$ cat config.mk
export PLATFORM = sky130hd
export DESIGN_NAME = pattern_scan_engine_flat
export DESIGN_NICKNAME = d
export VERILOG_FILES = /design/src/rtl/pattern_scan_engine_if.sv /design/src/rtl/pattern_scan_engine.sv /design/src/flat_wrapper.sv
export SDC_FILE = /design/constraint.sdc
export NUM_CORES = 1
export LEC_CHECK = 0
export ABC_AREA = 1
export BUFFER_PORTS_ARGS = -buffer_cell sky130_fd_sc_hd__buf_4
export CAP_MARGIN = 30
export CORE_MARGIN = 4
export CORE_UTILIZATION = 45
export CTS_BUF_LIST = sky130_fd_sc_hd__clkbuf_16
export DETAILED_ROUTE_END_ITERATION = 16
export PLACE_DENSITY_LB_ADDON = 0.12
export REMOVE_ABC_BUFFERS = 1
export SYNTH_ARGS = -nofsm -noshare
export SYNTH_HDL_FRONTEND = slang
export SYNTH_SLANG_ARGS = --single-unit
$ cat constraint.sdc
create_clock -name trigger -period 2.1 [get_ports trigger]
set_input_delay 0.42 -clock trigger [delete_from_list [all_inputs] [get_ports trigger]]
set_output_delay 0.42 -clock trigger [all_outputs]
set_load 0.005 [all_outputs]
$ cat src/rtl/pattern_scan_engine_if.sv
// Handshake and result bundle between a controller (master) and pattern_scan_engine (slave).
// Widths follow the engine's WORD_SIZE / INDEX_SIZE parameters.
interface pattern_scan_engine_if #(
   parameter int unsigned WORD_SIZE  = 16,
   parameter int unsigned INDEX_SIZE = 4
);
   logic                  start;
   logic                  overlap;
   logic [WORD_SIZE-1:0]  word_in;
   logic                  busy;
   logic                  done;
   logic                  found;
   logic [INDEX_SIZE-1:0] first_index;
   logic [INDEX_SIZE:0]   match_count;

   modport master (
      output start, overlap, word_in,
      input  busy, done, found, first_index, match_count
   );

   modport slave (
      input  start, overlap, word_in,
      output busy, done, found, first_index, match_count
   );
endinterface

$ cat src/rtl/pattern_scan_engine.sv
// Bit-serial scanner: finds PATTERN in a latched word, LSB first, one bit per clock.
// Optional macro SCAN_EARLY_EXIT_EN ends the scan at the first match.
module pattern_scan_engine #(
   parameter int unsigned         WORD_SIZE  = 16,
   parameter int unsigned         INDEX_SIZE = 4,
   parameter int unsigned         PAT_LEN    = 3,
   parameter logic [PAT_LEN-1:0]  PATTERN    = 3'b101
) (
   input logic                    trigger,
   input logic                    reset,
   pattern_scan_engine_if.slave   bus
);

   localparam int unsigned           FillW    = $clog2(PAT_LEN + 1);
   localparam logic [FillW-1:0]      FillFull = FillW'(PAT_LEN);
   localparam logic [INDEX_SIZE-1:0] LastPos  = INDEX_SIZE'(WORD_SIZE - 1);
   localparam logic [INDEX_SIZE-1:0] PatOff   = INDEX_SIZE'(PAT_LEN - 1);

   typedef enum logic [1:0] {StIdle, StScan, StDone} state_e;

   state_e                state_q, state_d;
   logic [WORD_SIZE-1:0]  word_q, word_d;
   logic                  overlap_q, overlap_d;
   logic [INDEX_SIZE-1:0] pos_q, pos_d;
   logic [FillW-1:0]      fill_q, fill_d;
   logic [PAT_LEN-1:0]    window_q, window_d;
   logic                  busy_q, busy_d;
   logic                  done_q, done_d;
   logic                  found_q, found_d;
   logic [INDEX_SIZE-1:0] first_index_q, first_index_d;
   logic [INDEX_SIZE:0]   match_count_q, match_count_d;

   logic [PAT_LEN-1:0]    window_adv;
   logic [FillW-1:0]      fill_adv;
   logic                  hit;
   logic                  last;

   always_comb begin
      state_d       = state_q;
      word_d        = word_q;
      overlap_d     = overlap_q;
      pos_d         = pos_q;
      fill_d        = fill_q;
      window_d      = window_q;
      busy_d        = busy_q;
      done_d        = 1'b0;
      found_d       = found_q;
      first_index_d = first_index_q;
      match_count_d = match_count_q;

      // Newest bit enters at the top, so the window reads word[pos -: PAT_LEN].
      window_adv              = window_q >> 1;
      window_adv[PAT_LEN-1]   = word_q[pos_q];
      fill_adv                = (fill_q == FillFull) ? fill_q : fill_q + 1'b1;
      hit                     = (fill_adv == FillFull) && (window_adv == PATTERN);
      last                    = (pos_q == LastPos);
`ifdef SCAN_EARLY_EXIT_EN
      if (hit) begin
         last = 1'b1;
      end
`endif

      case (state_q)
         StIdle: begin
            busy_d = 1'b0;
            if (bus.start) begin
               word_d        = bus.word_in;
               overlap_d     = bus.overlap;
               found_d       = 1'b0;
               first_index_d = '0;
               match_count_d = '0;
               pos_d         = '0;
               fill_d        = '0;
               window_d      = '0;
               busy_d        = 1'b1;
               state_d       = StScan;
            end
         end

         StScan: begin
            window_d = window_adv;
            fill_d   = fill_adv;
            pos_d    = pos_q + 1'b1;
            if (hit) begin
               if (!found_q) begin
                  found_d       = 1'b1;
                  first_index_d = pos_q - PatOff;
               end
               match_count_d = match_count_q + 1'b1;
               // Non-overlap: next match must be built only from bits after this one.
               if (!overlap_q) begin
                  fill_d = '0;
               end
            end
            if (last) begin
               busy_d  = 1'b0;
               done_d  = 1'b1;
               state_d = StDone;
            end
         end

         StDone: begin
            busy_d  = 1'b0;
            state_d = StIdle;
         end

         default: begin
            busy_d  = 1'b0;
            state_d = StIdle;
         end
      endcase
   end

   always_ff @(posedge trigger or posedge reset) begin
      if (reset) begin
         state_q       <= StIdle;
         word_q        <= '0;
         overlap_q     <= 1'b0;
         pos_q         <= '0;
         fill_q        <= '0;
         window_q      <= '0;
         busy_q        <= 1'b0;
         done_q        <= 1'b0;
         found_q       <= 1'b0;
         first_index_q <= '0;
         match_count_q <= '0;
      end else begin
         state_q       <= state_d;
         word_q        <= word_d;
         overlap_q     <= overlap_d;
         pos_q         <= pos_d;
         fill_q        <= fill_d;
         window_q      <= window_d;
         busy_q        <= busy_d;
         done_q        <= done_d;
         found_q       <= found_d;
         first_index_q <= first_index_d;
         match_count_q <= match_count_d;
      end
   end

   assign bus.busy        = busy_q;
   assign bus.done        = done_q;
   assign bus.found       = found_q;
   assign bus.first_index = first_index_q;
   assign bus.match_count = match_count_q;

endmodule
$ cat src/flat_wrapper.sv
// flat-port wrapper written by rule: the top's interface ports become plain ports
module pattern_scan_engine_flat 
#(
   parameter int unsigned         WORD_SIZE  = 16,
   parameter int unsigned         INDEX_SIZE = 4,
   parameter int unsigned         PAT_LEN    = 3,
   parameter logic [PAT_LEN-1:0]  PATTERN    = 3'b101
)
  (trigger, reset, bus_start, bus_overlap, bus_word_in, bus_busy, bus_done, bus_found, bus_first_index, bus_match_count);
  pattern_scan_engine_if #(.WORD_SIZE(WORD_SIZE), .INDEX_SIZE(INDEX_SIZE)) bus_i ();
  input logic trigger;
  input logic reset;
  input wire logic [$bits(bus_i.start)-1:0] bus_start;
  input wire logic [$bits(bus_i.overlap)-1:0] bus_overlap;
  input wire logic [$bits(bus_i.word_in)-1:0] bus_word_in;
  output wire logic [$bits(bus_i.busy)-1:0] bus_busy;
  output wire logic [$bits(bus_i.done)-1:0] bus_done;
  output wire logic [$bits(bus_i.found)-1:0] bus_found;
  output wire logic [$bits(bus_i.first_index)-1:0] bus_first_index;
  output wire logic [$bits(bus_i.match_count)-1:0] bus_match_count;
  assign bus_i.start = bus_start;
  assign bus_i.overlap = bus_overlap;
  assign bus_i.word_in = bus_word_in;
  assign bus_busy = bus_i.busy;
  assign bus_done = bus_i.done;
  assign bus_found = bus_i.found;
  assign bus_first_index = bus_i.first_index;
  assign bus_match_count = bus_i.match_count;
  pattern_scan_engine #(.WORD_SIZE(WORD_SIZE), .INDEX_SIZE(INDEX_SIZE), .PAT_LEN(PAT_LEN), .PATTERN(PATTERN)) u_core (.trigger(trigger), .reset(reset), .bus(bus_i));
endmodule
After elaboration in Yosys (flattened, before gate mapping)
Index checks and enable logic that the tools add are counted.

word-level totals
  output and inout bits = 12
  input port bits = 20
  register bits = 40
  word-level logic and storage cells = 61

operators by class
  reductions and logical operators = 8
  order comparisons = 1
  multiplexer cells = 28
  add/sub/neg operators = 4
  eq/ne operators = 9

operators with widths
  cell                                                                      count
  4-bit one-hot mux with 2 select lines                                     2
  2-bit two-way mux                                                         6
  4-bit two-way mux                                                         3
  5-bit two-way mux                                                         2
  5-bit one-hot mux with 2 select lines                                     1
  2-bit one-hot mux with 2 select lines                                     2
  1-bit two-way mux                                                         7
  3-bit one-hot mux with 2 select lines                                     1
  2-bit AND reduction                                                       3
  5-bit by 1-bit adder with 5-bit output (second input constant)            1
  4-bit by 5-bit < comparator with 1-bit output (second input constant)     1
  4-bit by 1-bit adder with 4-bit output (second input constant)            1
  1-bit binary-select mux with 4-bit select                                 1
  2-bit == test (second input constant)                                     2
  4-bit == test (second input constant)                                     1
  2-bit by 1-bit inequality test with 1-bit output (second input constant)  2
  2-bit inequality test (second input constant)                             2
  1-bit one-hot mux with 2 select lines                                     2
  4-bit AND reduction                                                       1
  4-bit by 2-bit subtractor with 4-bit output (second input constant)       1
  3-bit == test (second input constant)                                     1
  3-bit two-way mux                                                         1
  3-bit AND reduction                                                       1
  2-bit by 1-bit adder with 2-bit output (second input constant)            1
  other kinds (4)                                                           4

Depth between registers and ports, before layout
Gate-level depths: netlist of the first run.

  word-level depth = 6
  depth in mapped cells = 12
  depth with buffers taken out = 11

Worst setup path before layout of the first run
OpenSTA, ideal clock, no wires.

  kind = register to register
  start = reg u_core.pos_q[0]
  end = reg u_core.first_index_q[0], in the netlist u_core.bus.first_index[0]
  required time = 1.983 ns
  path buffers = 1
  data arrival time = 1.246 ns
  setup slack = 0.737 ns
  stages on the path, launching flop included = 12
  library setup time = 0.117 ns
  period minus slack after synthesis = 1.363 ns
  cell sequence = dfrtp_1 > buf_6 > o21ai_2 > nand2_2 > nand3_2 > nand3_2 > nand2_4 > nand2_4 > nand2_4 > nand2_4 > nand2_1 > nand2_1

between the ends
  cells in the longest elaborated chain, start to end = 6
  elaborated cells on any way between the ends = 10
  classes of those cells = 1 x add/sub; 2 x eq/ne; 5 x mux; 2 x reduce/logical

ends and longest elaborated chain
  what                                                        line                        RTL
  start: declaration                                          pattern_scan_engine.sv:24   logic [INDEX_SIZE-1:0] pos_q, pos_d;
  start signal: assignment                                    pattern_scan_engine.sv:131  pos_q <= pos_d;
  1-bit binary-select mux with 4-bit select                   pattern_scan_engine.sv:53   window_adv[PAT_LEN-1] = word_q[pos_q];
  1-bit two-way mux (implied by the code)                     pattern_scan_engine.sv:53
  3-bit == test                                               pattern_scan_engine.sv:55   hit = (fill_adv == FillFull) && (window_adv == PATTERN);
  1-bit logical AND                                           pattern_scan_engine.sv:55
  2-bit by 1-bit inequality test with 1-bit output (no line)  --
  4-bit AND reduction (no line)                               --
  end signal: assignment                                      pattern_scan_engine.sv:137  first_index_q <= first_index_d;
  end: declaration                                            pattern_scan_engine.sv:30   logic [INDEX_SIZE-1:0] first_index_q, first_index_d;

Several ways; a longest one is shown, not always the timed one. The select of a mux whose other input is x is not followed.
A chain may end at the register's enable or synchronous reset.

Worst setup path in the final report of the first run
  start = reg u_core.pos_q[0]
  end = reg u_core.first_index_q[2], in the netlist u_core.bus.first_index[2]

Same word-level chain as after synthesis.

==> results of run 1 <==
## power breakdown
group | switching [mW] | internal (mW)
clock | 0.272 | 0.427
combinational | 0.919 | 0.609
sequential | 0.231 | 1.08
total | 1.42 | 2.12
## per-stage QoR
step	util [%]	setup WS (ns)	power, mW	hold WS (ns)
3_5_place_dp	54.29	0.4515	2.868	0.4624
2_1_floorplan	-	0.6316	2.428	0.4492
4_1_cts	57.62	0.4370	3.591	0.2819
3_3_place_gp	54.29	0.4891	2.840	0.4597
5_1_grt	57.62	0.2320	3.883	0.3283
6_report	57.62	0.4556	3.540	0.2593
## area by class of cell
| cell class | instances | area, µm² |
|---|---|---|
| clock buffer | 5 | 125.1 |
| clock inverter | 3 | 11.26 |
| fill | 401 | 1732 |
| inverter | 30 | 112.6 |
| multi-input combinational | 153 | 819.5 |
| sequential | 39 | 975.9 |
| tap | 50 | 62.56 |
| timing repair buffer | 33 | 247.7 |
## synth_stat cells
library cell  number  area [µm²]
clkbuf_1           1       3.750
o32ai_1            1       8.760
nor3_4             1       16.27
o22ai_1            2       12.51
inv_2              2       7.510
nand2_1           68       255.2
nand2_2            2       12.51
buf_6              2       22.52
nand2_4            6       67.56
xor2_1             3       26.28
o21ai_2            2       17.52
o21ai_0           20       100.1
inv_1             28       105.1
o21a_1             1       7.510
nand3_1           22       110.1
buf_2              3       15.01
dfrtp_1           39       975.9
nor3_1             1       5.000
xnor2_1            1       8.760
nor2_8             1       20.02
a21oi_1            1       5.000
ha_1               4       50.05
nand3_2            3       30.03
nand3_4            1       17.52
nor2_1            13       48.80
## state kept, by name, indices dropped and copies added, names as in the netlist, 2 cells and up
| signal | count |
|---|---|
| u_core.bus.first_index | 4 |
| u_core.bus.match_count | 5 |
| u_core.fill_q | 2 |
| u_core.pos_q | 4 |
| u_core.state_q | 2 |
| u_core.window_q | 2 |
| u_core.word_q | 16 |
## per-layer routing
| metal | GRT usage, % | share of wire [%] | vias to the layer above |
|---|---|---|---|
| li1 | - | - | 785 |
| met1 | 21.13 | 48 | 714 |
| met2 | 24.51 | 44 | 36 |
| met3 | 4.514 | 5.3 | 9 |
| met4 | 6.841 | 2.2 | 0 |
| met5 | 0 | 0 | - |
## logic make-up after synthesis
family,after synthesis,synth area share [%]
adders and majority gates,4,2.567
DFF,39,50.06
and+or+nand+nor,118,29.91
xor gates and xnor gates,4,1.798
AOI/OAI and AO/OA,27,7.767
buffers and inverters,36,7.894
## worst reg2reg max path: cells and delay by family, from the launching register on
kind,cells,cell delay (ns)
DFF,1,0.60
buffers and inverters,1,0.14
and+or+nand+nor,10,0.80
## worst max path at each step
stage,from,depth (start not counted),slack [ns],end
after floorplan,u_core.state_q[1],4,0.63,u_core.overlap_q
after global placement,u_core.pos_q[0],11,0.49,u_core.bus.first_index[0]
after detailed placement,u_core.pos_q[0],11,0.45,u_core.bus.first_index[2]
after CTS,u_core.pos_q[0],11,0.44,u_core.bus.first_index[2]
after global routing,u_core.pos_q[0],10,0.23,u_core.bus.match_count[0]
final,u_core.pos_q[0],11,0.46,u_core.bus.first_index[2]
==> flow_summary.json, run 1 <==
{
  "final_hold_viol_count": 0,
  "reg2reg_to": "u_core.bus.first_index[2]",
  "crit_type": "register to register",
  "worst_pin_slew_ns": 0.4841,
  "post_drt_via_cell_ratio": 4.933,
  "die_area_um2": 5449,
  "cts_tree": "done",
  "fmax_ghz": 0.6081,
  "final_cell_area_um2": 2355,
  "r2r_cells": 11,
  "wirelength_mm": 3.752,
  "crit-reg2reg-launch": "u_core.pos_q[0]",
  "slew_headroom_pct": 67.72,
  "dp.cells": 305,
  "drv_cap": 0,
  "grt-ovfl-total": 0,
  "post_layout_nonfiller_instances": 313,
  "hold_class": "input pin to async pin",
  "dr_total_vias": 1544,
  "end_kind": "register",
  "dp_hpwl_mm": 2.624,
  "die-height_um": 73.82,
  "grt_pass1_wl_mm": 6.713,
  "slowest_delay_ns": 0.60,
  "crit_path_frequent_cell": "nand2_4",
  "synth_cells": 228,
  "power.leakage_nw": 1.261,
  "antenna_cells": 0,
  "grt_pass1_vias": 1531,
  "critPathBufInv": 1,
  "die_x_um": 73.82,
  "irDropWorstVdd_v": 0.0005515,
  "cp.arrival_ns": 1.81,
  "fin_skew_ns": 0.002054,
  "drc": 0,
  "portBuffers": 31,
  "layout.nets": 286,
  "mostFrequentLayoutCell": "nand2_1",
  "post_cts_buffers": 0,
  "layout_min_cycle_time_ns": 1.644,
  "critPathTopFamily": "simple AND/OR/NAND/NOR gates",
  "yosysWarnings": 0,
  "num_rows": 23,
  "cp_slowest_cell": "dfrtp_1",
  "drive_gt1_share_pct": 21.29,
  "ff2ff_setup_slack_ns": 0.46,
  "clk_pin_slew_ns": 0.05,
  "setup_tns_ns": 0,
  "placed_cell_area_um2": 2218,
  "rsz0062_at_grt": "no",
  "fin_crit_sh_pct": 78.30,
  "path_cells": "inv_2 > nand2_1 > nand3_1 > nand3_1 > nand3_2 > nand2_4 > nand2_4 > nand2_4 > nand2_4 > nand2_1 > nand2_1",
  "start_util_pct": 47.70,
  "critPathMaxFanout": 14,
  "final-setup-viol-count": 0,
  "start_kind": "register",
  "cts_root_buf": "clkbuf_16",
  "slew_violations": 0,
  "cts_buffers": 5,
  "postCtsResizedCells": 0,
  "hold_buffers": 0,
  "mostFrequentLayoutCells": "nand2_1, dfrtp_1, buf_4, inv_1, nand3_1",
  "status": "finished clean",
  "ios": 32,
  "cts_buffer_depth": 2,
  "yosysUniqueCellTypes": 25,
  "ant_nets": 0,
  "ys_seq_elements": 39,
  "worstPathRequired_ns": 2.27,
  "htree_levels": 2,
  "p_per_area_nw_per_um2": 1503,
  "initialDrtViolationCount": 61,
  "syn_area_um2": 1949,
  "syn2layout_area_growth_pct": 20.80,
  "place_congestion": 0.8041,
  "avgSynthCellArea_um2": 8.550,
  "firstDrtPassIters": 4,
  "track_usage_pct": 16.01,
  "coreArea_um2": 4086,
  "synth-seq-area-share_pct": 50.06,
  "grt_max_degree": 40,
  "wl_per_cell_um": 11.99,
  "clock-sinks": 39,
  "antenna_found_initial": 0,
  "clock_latency_ns": 0.28
}
(Power assumes the default switching activity.)
==> inputs of run 2 (changes only) <==
==> constraint.sdc (replaced) <==
create_clock -name trigger -period 1.7 [get_ports trigger]
set_input_delay 0.34 -clock trigger [delete_from_list [all_inputs] [get_ports trigger]]
set_output_delay 0.34 -clock trigger [all_outputs]
set_load 0.005 [all_outputs]
==> run 2 against run 1 <==
- via count shrank 2.5%
- setup slack lost 0.26 ns
- first-iteration DRC count grew 6.6%
- clock skew grew 0.0037 ns
- global-route usage shrank 0.27 points
- core utilization grew 0.52 points
- largest cell class unchanged
==> flow_summary.json, run 2 (synthesized netlist as in run 1, its figures left out) <==
{
  "grt_max_degree": 40,
  "drive_gt1_share_pct": 21.97,
  "start_util_pct": 47.70,
  "layout.nets": 287,
  "die-height_um": 73.82,
  "grt_pass1_vias": 1449,
  "end_kind": "register",
  "cp.arrival_ns": 1.67,
  "clk_pin_slew_ns": 0.05,
  "cts_buffer_depth": 2,
  "dp.cells": 306,
  "critPathMaxFanout": 14,
  "drc": 0,
  "worst_pin_slew_ns": 0.4872,
  "ios": 32,
  "largest_reg_flops": 16,
  "fin_crit_sh_pct": 88.48,
  "worstPathRequired_ns": 1.87,
  "place_congestion": 0.8477,
  "seq_power_share_pct": 36.6,
  "coreArea_um2": 4086,
  "final-setup-viol-count": 0,
  "clockPowerShare_pct": 19.5,
  "status": "finished clean",
  "wirelength_mm": 3.656,
  "irDropWorstVdd_v": 0.0007310,
  "die_x_um": 73.82,
  "syn2layout_area_growth_pct": 21.89,
  "hold_class": "input pin to async pin",
  "pwr-share-comb_pct": 44.0,
  "switching_power_mw": 1.758,
  "final_hold_viol_count": 0,
  "dp_hpwl_mm": 2.606,
  "post_cts_buffers": 0,
  "antenna_cells": 0,
  "mostFrequentLayoutCell": "nand2_1",
  "fin_ws_ns": 0.1959,
  "post_drt_via_cell_ratio": 4.793,
  "antenna_found_initial": 0,
  "initialDrtViolationCount": 65,
  "power.leakage_nw": 1.269,
  "fmax_ghz": 0.6648,
  "slew_headroom_pct": 67.52,
  "mostFrequentLayoutCells": "nand2_1, dfrtp_1, buf_4, inv_1, nand3_1",
  "p_per_area_nw_per_um2": 1855,
  "dp_slack_ns": 0.04221,
  "cts_buffers": 5,
  "die_area_um2": 5449,
  "drv_cap": 0,
  "crit_type": "register to register",
  "rsz0062_at_grt": "no",
  "post_layout_nonfiller_instances": 314,
  "wl_per_cell_um": 11.64,
  "start_kind": "register",
  "ant_nets": 0,
  "grt_pass1_wl_mm": 6.555,
  "power_mw": 4.406,
  "layout_min_cycle_time_ns": 1.504,
  "clock-sinks": 39,
  "cts_tree": "done",
  "num_rows": 23,
  "htree_levels": 2,
  "p_int_mw": 2.648,
  "firstDrtPassIters": 4,
  "fin_skew_ns": 0.005750,
  "setup_tns_ns": 0,
  "dr_total_vias": 1505,
  "cts_root_buf": "clkbuf_16",
  "portBuffers": 31,
  "track_usage_pct": 15.74,
  "grt-ovfl-total": 0,
  "clock_latency_ns": 0.28,
  "hold_buffers": 0,
  "regMostFlops": "u_core.word_q",
  "swShare_pct": 39.91,
  "slew_violations": 0
}
[run 2: changes by cell type in the layout (fill, tap and decap cells not counted)]
cell / previous run / this run
buf_12: 0 / 1
dfrtp_2: 0 / 1
dfrtp_1: 39 / 38
[run 2: area by class of cell]
class,count,area [µm²]
fill,391,1710
clock inverter,3,11.26
clock buffer,5,125.1
multi-input combinational,153,819.5
timing repair buffer,34,267.8
sequential,39,977.2
inverter,30,112.6
tap,50,62.56
[run 2: timing repair]
item                                   CTS  global route
setup endpoints to repair                0            11
endpoints found under the hold margin    0             0
gates resized for setup                  0             1
[run 2: power groups by stage]
stage / Clock, mW / Sequential [mW] / Combinational (mW)
finish: 0.858 / 1.61 / 1.94
global placement: 0 / 1.61 / 1.94
detailed placement: 0 / 1.62 / 1.96
floorplan: 0 / 1.59 / 1.41
global route: 0.932 / 1.66 / 2.24
CTS: 0.878 / 1.61 / 1.97
[run 2: worst max-delay path, cell delays in order (launching register included)]
cell and delay, ns:
dfrtp_2 0.52, inv_2 0.11, nand2_1 0.08, nand3_1 0.07
nand3_1 0.09, nand3_2 0.10, nand2_4 0.11, nand2_4 0.06
nand2_4 0.09, nand2_4 0.06, nand2_1 0.06, nand2_1 0.05
[run 2: metal layers]
metal	track usage [%]	vias up	share of wire, %
met5	0	-	0
met4	4.225	0	0.55
met3	4.651	4	5.4
met2	22.83	31	44
met1	22.83	682	50
li1	-	788	-
[run 2: metrics by stage]
| step | utilization (%) | cell area (µm²) | hold slack, ns |
|---|---|---|---|
| final | 58.14 | 2376 | 0.1810 |
| after global routing | 58.14 | 2376 | 0.2496 |
| after CTS | 58.11 | 2375 | 0.1983 |
| after detailed placement | 54.78 | 2238 | 0.4610 |
| after global placement | 54.78 | 2238 | 0.4583 |
| after floorplan | - | 1908 | 0.4492 |
[run 2: path summary, 6_finish.rpt]
path,startpoint,to,slack [ns],cells after the start
worst max-delay path,u_core.pos_q[0],u_core.bus.first_index[3],0.20,11
worst min register to register,u_core.bus.first_index[0],u_core.bus.first_index[0],0.47,2
min in group trigger,bus_word_in[11],u_core.word_q[11],0.26,3
worst min-delay path,reset,u_core.word_q[10],0.18,3
max in group asynchronous,reset,u_core.pos_q[0],1.16,3
worst max register to register,u_core.pos_q[0],u_core.bus.first_index[3],0.20,11
